`src/rtl/fdc_sector_sequencer.sv`:
```
// Single-sector transfer sequencer between the FDC command core and the host
// disk-image service, with one sector buffer and a host-stall timeout.
module fdc_sector_sequencer #(
  parameter int SECTOR_BYTES = 512,
  parameter int TIMEOUT      = 4000000
) (
  input  logic        clk,
  input  logic        rst,
  input  logic        req_valid,
  input  logic        req_write,
  input  logic        req_drive,
  input  logic        req_side,
  input  logic [6:0]  req_track,
  input  logic [7:0]  req_sector,
  output logic        req_ready,
  input  logic        fdc_rd_strobe,
  output logic [7:0]  fdc_rd_data,
  input  logic        fdc_wr_strobe,
  input  logic [7:0]  fdc_wr_data,
  output logic        done,
  output logic        error,
  output logic [31:0] disk_sr,
  input  logic [31:0] disk_cr,
  input  logic [7:0]  disk_data_in,
  input  logic        disk_data_clkin,
  output logic [7:0]  disk_data_out,
  input  logic        disk_data_clkout
);

  localparam int AW = $clog2(SECTOR_BYTES);
  localparam int PW = AW + 1;
  localparam logic [PW-1:0] LAST = PW'(SECTOR_BYTES - 1);
  localparam logic [23:0]   TERM = 24'(TIMEOUT - 1);

  typedef enum logic [3:0] {
    IDLE, RD_REQ, RD_FILL, RD_SERVE, WR_COLLECT, WR_REQ, WR_DRAIN, ACK_LOW, FAIL
  } state_t;

  state_t        state, state_n;
  logic [PW-1:0] ptr, ptr_n;
  logic [23:0]   timer, timer_n;
  logic          lat_write, lat_drive, lat_side;
  logic [6:0]    lat_track;
  logic [7:0]    lat_sector;
  logic          ack_armed;
  logic          clkin_q, clkout_q;
  logic          clkin_rise, clkout_rise;
  logic          latch, accept_ack, timed, timeout;
  logic          mem_we;
  logic [7:0]    mem_wdata;
  logic          sr_req;
  logic          ack, host_err;
  logic          unused_cr;

  logic [7:0] sector_mem [SECTOR_BYTES];

  assign ack         = disk_cr[31];
  assign host_err    = disk_cr[30];
  assign unused_cr   = ^disk_cr[29:0];
  assign clkin_rise  = disk_data_clkin & ~clkin_q;
  assign clkout_rise = disk_data_clkout & ~clkout_q;

  assign sr_req    = (state inside {RD_REQ, RD_FILL, WR_REQ, WR_DRAIN});
  assign req_ready = (state == IDLE);
  assign disk_sr   = {sr_req, lat_write, lat_drive, lat_side, lat_track, lat_sector, 13'b0};

  always_comb begin
    state_n    = state;
    ptr_n      = ptr;
    timer_n    = timer;
    latch      = 1'b0;
    accept_ack = 1'b0;
    mem_we     = 1'b0;
    mem_wdata  = 8'h00;
    timed      = (state inside {RD_REQ, RD_FILL, WR_REQ, WR_DRAIN, ACK_LOW});
    timeout    = timed && (timer == TERM);
    if (timed) timer_n = timer + 24'd1;

    case (state)
      IDLE: begin
        if (req_valid) begin
          latch   = 1'b1;
          ptr_n   = '0;
          state_n = req_write ? WR_COLLECT : RD_REQ;
        end
      end
      RD_REQ: begin
        if (ack && ack_armed) begin
          accept_ack = 1'b1;
          state_n    = host_err ? FAIL : RD_FILL;
        end else if (timeout) begin
          state_n = FAIL;
        end
      end
      // A byte edge wins over the terminal count and restarts the timer.
      RD_FILL: begin
        if (clkin_rise) begin
          mem_we    = 1'b1;
          mem_wdata = disk_data_in;
          timer_n   = '0;
          if (ptr == LAST) begin
            ptr_n   = '0;
            state_n = RD_SERVE;
          end else begin
            ptr_n = ptr + 1'b1;
          end
        end else if (timeout) begin
          state_n = FAIL;
        end
      end
      RD_SERVE: begin
        if (fdc_rd_strobe) begin
          ptr_n = ptr + 1'b1;
          if (ptr == LAST) state_n = ACK_LOW;
        end
      end
      WR_COLLECT: begin
        if (fdc_wr_strobe) begin
          mem_we    = 1'b1;
          mem_wdata = fdc_wr_data;
          if (ptr == LAST) begin
            ptr_n   = '0;
            state_n = WR_REQ;
          end else begin
            ptr_n = ptr + 1'b1;
          end
        end
      end
      WR_REQ: begin
        if (ack && ack_armed) begin
          accept_ack = 1'b1;
          state_n    = host_err ? FAIL : WR_DRAIN;
        end else if (timeout) begin
          state_n = FAIL;
        end
      end
      WR_DRAIN: begin
        if (clkout_rise) begin
          timer_n = '0;
          ptr_n   = ptr + 1'b1;
          if (ptr == LAST) state_n = ACK_LOW;
        end else if (timeout) begin
          state_n = FAIL;
        end
      end
      ACK_LOW: begin
        if (!ack) state_n = IDLE;
        else if (timeout) state_n = FAIL;
      end
      FAIL:    state_n = IDLE;
      default: state_n = IDLE;
    endcase

    if (state_n != state) timer_n = '0;
  end

  always_ff @(posedge clk) begin
    if (mem_we) sector_mem[ptr[AW-1:0]] <= mem_wdata;
  end

  // An ack still high from the previous transfer must be seen low before
  // the next request may consume it.
  always_ff @(posedge clk) begin
    clkin_q  <= disk_data_clkin;
    clkout_q <= disk_data_clkout;
    if (rst) begin
      state         <= IDLE;
      ptr           <= '0;
      timer         <= '0;
      lat_write     <= 1'b0;
      lat_drive     <= 1'b0;
      lat_side      <= 1'b0;
      lat_track     <= '0;
      lat_sector    <= '0;
      ack_armed     <= 1'b0;
      done          <= 1'b0;
      error         <= 1'b0;
      fdc_rd_data   <= '0;
      disk_data_out <= '0;
    end else begin
      state <= state_n;
      ptr   <= ptr_n;
      timer <= timer_n;
      if (latch) begin
        lat_write  <= req_write;
        lat_drive  <= req_drive;
        lat_side   <= req_side;
        lat_track  <= req_track;
        lat_sector <= req_sector;
      end
      if (!ack) ack_armed <= 1'b1;
      else if (accept_ack || state_n == FAIL) ack_armed <= 1'b0;
      done  <= (state == ACK_LOW) && (state_n == IDLE);
      error <= (state_n == FAIL);
      if (state == RD_SERVE) fdc_rd_data <= sector_mem[ptr[AW-1:0]];
      if (state == WR_DRAIN) disk_data_out <= sector_mem[ptr[AW-1:0]];
    end
  end

endmodule
```
`config.mk`:
```
export PLATFORM = sky130hd
export DESIGN_NAME = fdc_sector_sequencer
export DESIGN_NICKNAME = d
export VERILOG_FILES = /design/src/rtl/fdc_sector_sequencer.sv
export SDC_FILE = /design/constraint.sdc
export NUM_CORES = 2
export LEC_CHECK = 0
export CORE_ASPECT_RATIO = 1.25
export CORE_MARGIN = 4
export CORE_UTILIZATION = 30
export DETAILED_ROUTE_END_ITERATION = 12
export PLACE_DENSITY = 0.42
export SLEW_MARGIN = 20
export SYNTH_ARGS = -nofsm -noshare
export SYNTH_HDL_FRONTEND = slang
export SYNTH_SLANG_ARGS = --single-unit
```
`constraint.sdc`:
```
create_clock -name clk -period 14.3 [get_ports clk]
set_clock_uncertainty 0.05 [all_clocks]
set_input_delay 2.86 -clock clk [delete_from_list [all_inputs] [get_ports clk]]
set_output_delay 2.86 -clock clk [all_outputs]
set_load 0.03 [all_outputs]
```
==> summary.md <==
| Metric | Value |
|---|---|
| Run status | completed |
| Setup Crit Path Kind | in -> reg |
| Yosys top cell by area | edfxtp_1 |
| Vias per inst | 5.10 |
| CTS tree | built |
| Non-filler cells, final | 15900 |
| Routed Antenna Nets | 0 |
| Slew @ Worst Pin | about 1300 ps |
| FFs w/ async S/R, synth | 0% |
| Deepest clock path buffer count | 4 |
| Die Wd | 668 um |
| Worst-skew pair later-pin latency | 1030 ps |
| Hold-critical path depth | 2 |
| Vias in the first global route | 84100 |
| Port bufs | 80 |
| RR Endpoint | disk_data_out[0]$_SDFFE_PP0P_ |
| DIE AREA | 0.557 mm2 |
| Post-synth EDFFs | 4096 |
| Placeable Area | around 0.54 mm2 |
| DR vias | between 80000 and 90000 |
| Antenna violations before repair | 16 |
| Register area share after synthesis | 76.3% |
| CP Capture Type | register |
| Num CTS Buffers | 435 |
| Die Y | 833 um |
| GPL Wtd Cong | 0.813 |
| Hold Path Class | reg -> reg |
| Relative slew margins | about 14% |
| Slew Limit Fails | 0 |
| First-pass GRT wire length | just under 700 mm |
| Cells after DPL | 15100 |
| Setup Viol. Count Final | 0 |
| H-tree depth | 5 |
| CP Launch Type | primary input |
| Critical path fanouts, max | 20 |
| Power Density | between 100 and 150 mW/mm2 |
| GRT Total Usage | about 17% |
| Top-count cell post-synth | edfxtp_1 |
| Site row count | 302 |
| Grt ovf | 0 |
| Worst-path clk slew | 60 ps |
| Fin Setup TNS | 0 ps |
| DR WL/cell | roughly 30 um |
| Most common flop cell mapped by yosys | edfxtp_1 |
| Most instantiated cells after synthesis | 4096 x edfxtp_1, 720 x mux4_2, 661 x nor2_1 |
| DP HPWL | ~300 mm |
| Final period utilization | 50.2% |
| Nets | 8505 |
| I/O pin count | between 100 and 150 |
| Initial DRT Pass Iterations | 5 |
| Root Buffer | clkbuf_16 |
| Worst VDD drop | approximately 90 uV |
| Iteration-0 DRC Markers | 7232 |
| Final hold vios | 0 |
| Min Clock Period, post-route | 7180 ps |
| Mapped Cells | 8242 |
| Initial Util | a little under a third |
| Cell variety after synth | 83 |
| CTS Hold Bufs | 0 |
| Post-CTS Repair Setup Buffers | 0 |
| Share of cells above drive strength 1 | 18.1% |
| Ys Warns | 0 |
| Hold_sp | lat_drive$_SDFFE_PP0P_ |
| Routed wire length | ~490 mm |
| Register-to-Register Path Depth | 11 |
| Leak | 49.0 nW |
| Post-detailed-route DRC marker count | 0 |
| Max-cap viol count | 0 |
| Critical path arrival | ~7700 ps |
| Syn_area_per_cell | 19.8 um2 |
| Area Growth Syn to Fin | 13.7% |
| Worst Path Required | 14840 ps |
| RSZ-0062 raised after global routing | no |
| Fmax | around 0.14 GHz |
| Seq cells post-synth | 4182 |
| Clock Sinks | 4182 |
| Share of the synthesized area in the top cell type | 75.2% |
| Post-CTS resize count | 0 |
| Reg-to-reg slack, setup | ~7500 ps |
| Pin count of the biggest net entering global routing | 187 |
| Synth top area cells | edfxtp_1 75%, mux4_2 9.9%, mux2i_1 3.3%, nor2_1 1.5%, dfxtp_1 1.1% |
| Netlist Area Pre-Place | 0.163 mm2 |
| Hold EP | lat_drive$_SDFFE_PP0P_ |
==> routing by layer <==
layer	vias up	routed length, um	global-route usage (%)
met3	647	22600	2.20
met1	43900	203000	22.3
li1	34500	-	-
met5	-	62	0
met4	10	15800	5.03
met2	2288	251000	30.3
==> per-stage QoR <==
step	setup WS (ps)	util, %	total power (W)	hold slack [ps]	instance area [um2]
2_1_floorplan	2870	-	0.0140	387	164000
3_3_place_gp	5730	31.7	0.0141	409	172000
3_5_place_dp	5820	31.7	0.0141	404	172000
4_1_cts	6960	34.3	0.0253	413	186000
5_1_grt	6830	34.3	0.0258	436	186000
6_report	7120	34.3	0.0250	409	186000
==> registers in the layout, summed over array words and instances (netlist names), named ones only <==
signal and count:
sector_mem 4096, timer 24, ptr 10, disk_data_out 8
fdc_rd_data 8, lat_sector 8, lat_track 7, state 4
ack_armed 1, clkin_q 1, clkout_q 1, done 1
error 1, lat_drive 1, lat_side 1, lat_write 1
==> placed cells by master, fill, tap and decap left out, types with 15 or more instances in the layout <==
master and count:
clkdlybuf4s50_1 79, mux4_2 720, edfxtp_1 4096, mux2i_1 541
a31oi_1 15, bufinv_16 36, a211oi_1 49, o21ai_0 66
clkinv_2 70, a21oi_1 182, or4_1 16, clkbuf_1 96
o221ai_1 164, nor4_1 24, a22oi_1 176, xor2_1 19
nand2_1 189, buf_12 22, a221oi_1 27, buf_4 161
o22ai_1 122, nor2_1 653, mux4_1 47, dfxtp_1 81
nand3_1 61, nor3_1 136, nand4_1 23, and2_1 27
clkinv_1 103, a211o_1 16, clkbuf_16 444
==> cells by family after synthesis <==
group                      Yosys count  synth area share (%)
DFF                               4182                  76.3
muxes                             1308                  14.0
and+or+nand+nor                   1254                  3.41
AOI/OAI and AO/OA                  918                  3.98
buffers and inverters              542                  2.13
xor gates and xnor gates            32                 0.171
adders and majority gates            5                0.0383
other                                1               0.00229
==> worst max path at each step <==
stage	start	end	slack (ps)	cells past startpoint
after global placement	disk_data_clkin	sector_mem[53][3]$_DFFE_PP_	5730	8
after detailed placement	disk_data_clkin	sector_mem[53][3]$_DFFE_PP_	5820	8
after floorplan	fdc_wr_strobe	sector_mem[0][0]$_DFFE_PP_	2870	4
after CTS	disk_data_clkin	sector_mem[5][7]$_DFFE_PP_	6960	8
final	disk_data_clkin	sector_mem[248][6]$_DFFE_PP_	7120	8
after global routing	disk_data_clkin	sector_mem[248][6]$_DFFE_PP_	6830	8
==> power breakdown <==
| part | switching, W | internal (W) |
|---|---|---|
| registers | 0.00000814 | 0.0134 |
| logic | 0.000327 | 0.000167 |
| clock network | 0.00479 | 0.00635 |
| total | 0.00513 | 0.0199 |
==> layout make-up <==
type,count,area (um2)
Antenna cell,8,20.0
Inverter,14,57.6
Clock buffer,545,11500
Multi-Input combinational cell,3530,35800
Clock inverter,243,2310
Timing Repair Buffer,264,2470
Sequential cell,4182,125000
Fill cell,50500,356000
Tap cell,7144,8940
==> critical path, cell delays in order <==
cell	delay, ps
clkdlybuf4s50_1	470
nand2b_1	90
nor2b_1	880
nor2_2	430
nor3b_1	860
nand2_4	770
buf_4	600
nor2_1	700
Power figures use the tool's default switching activity.
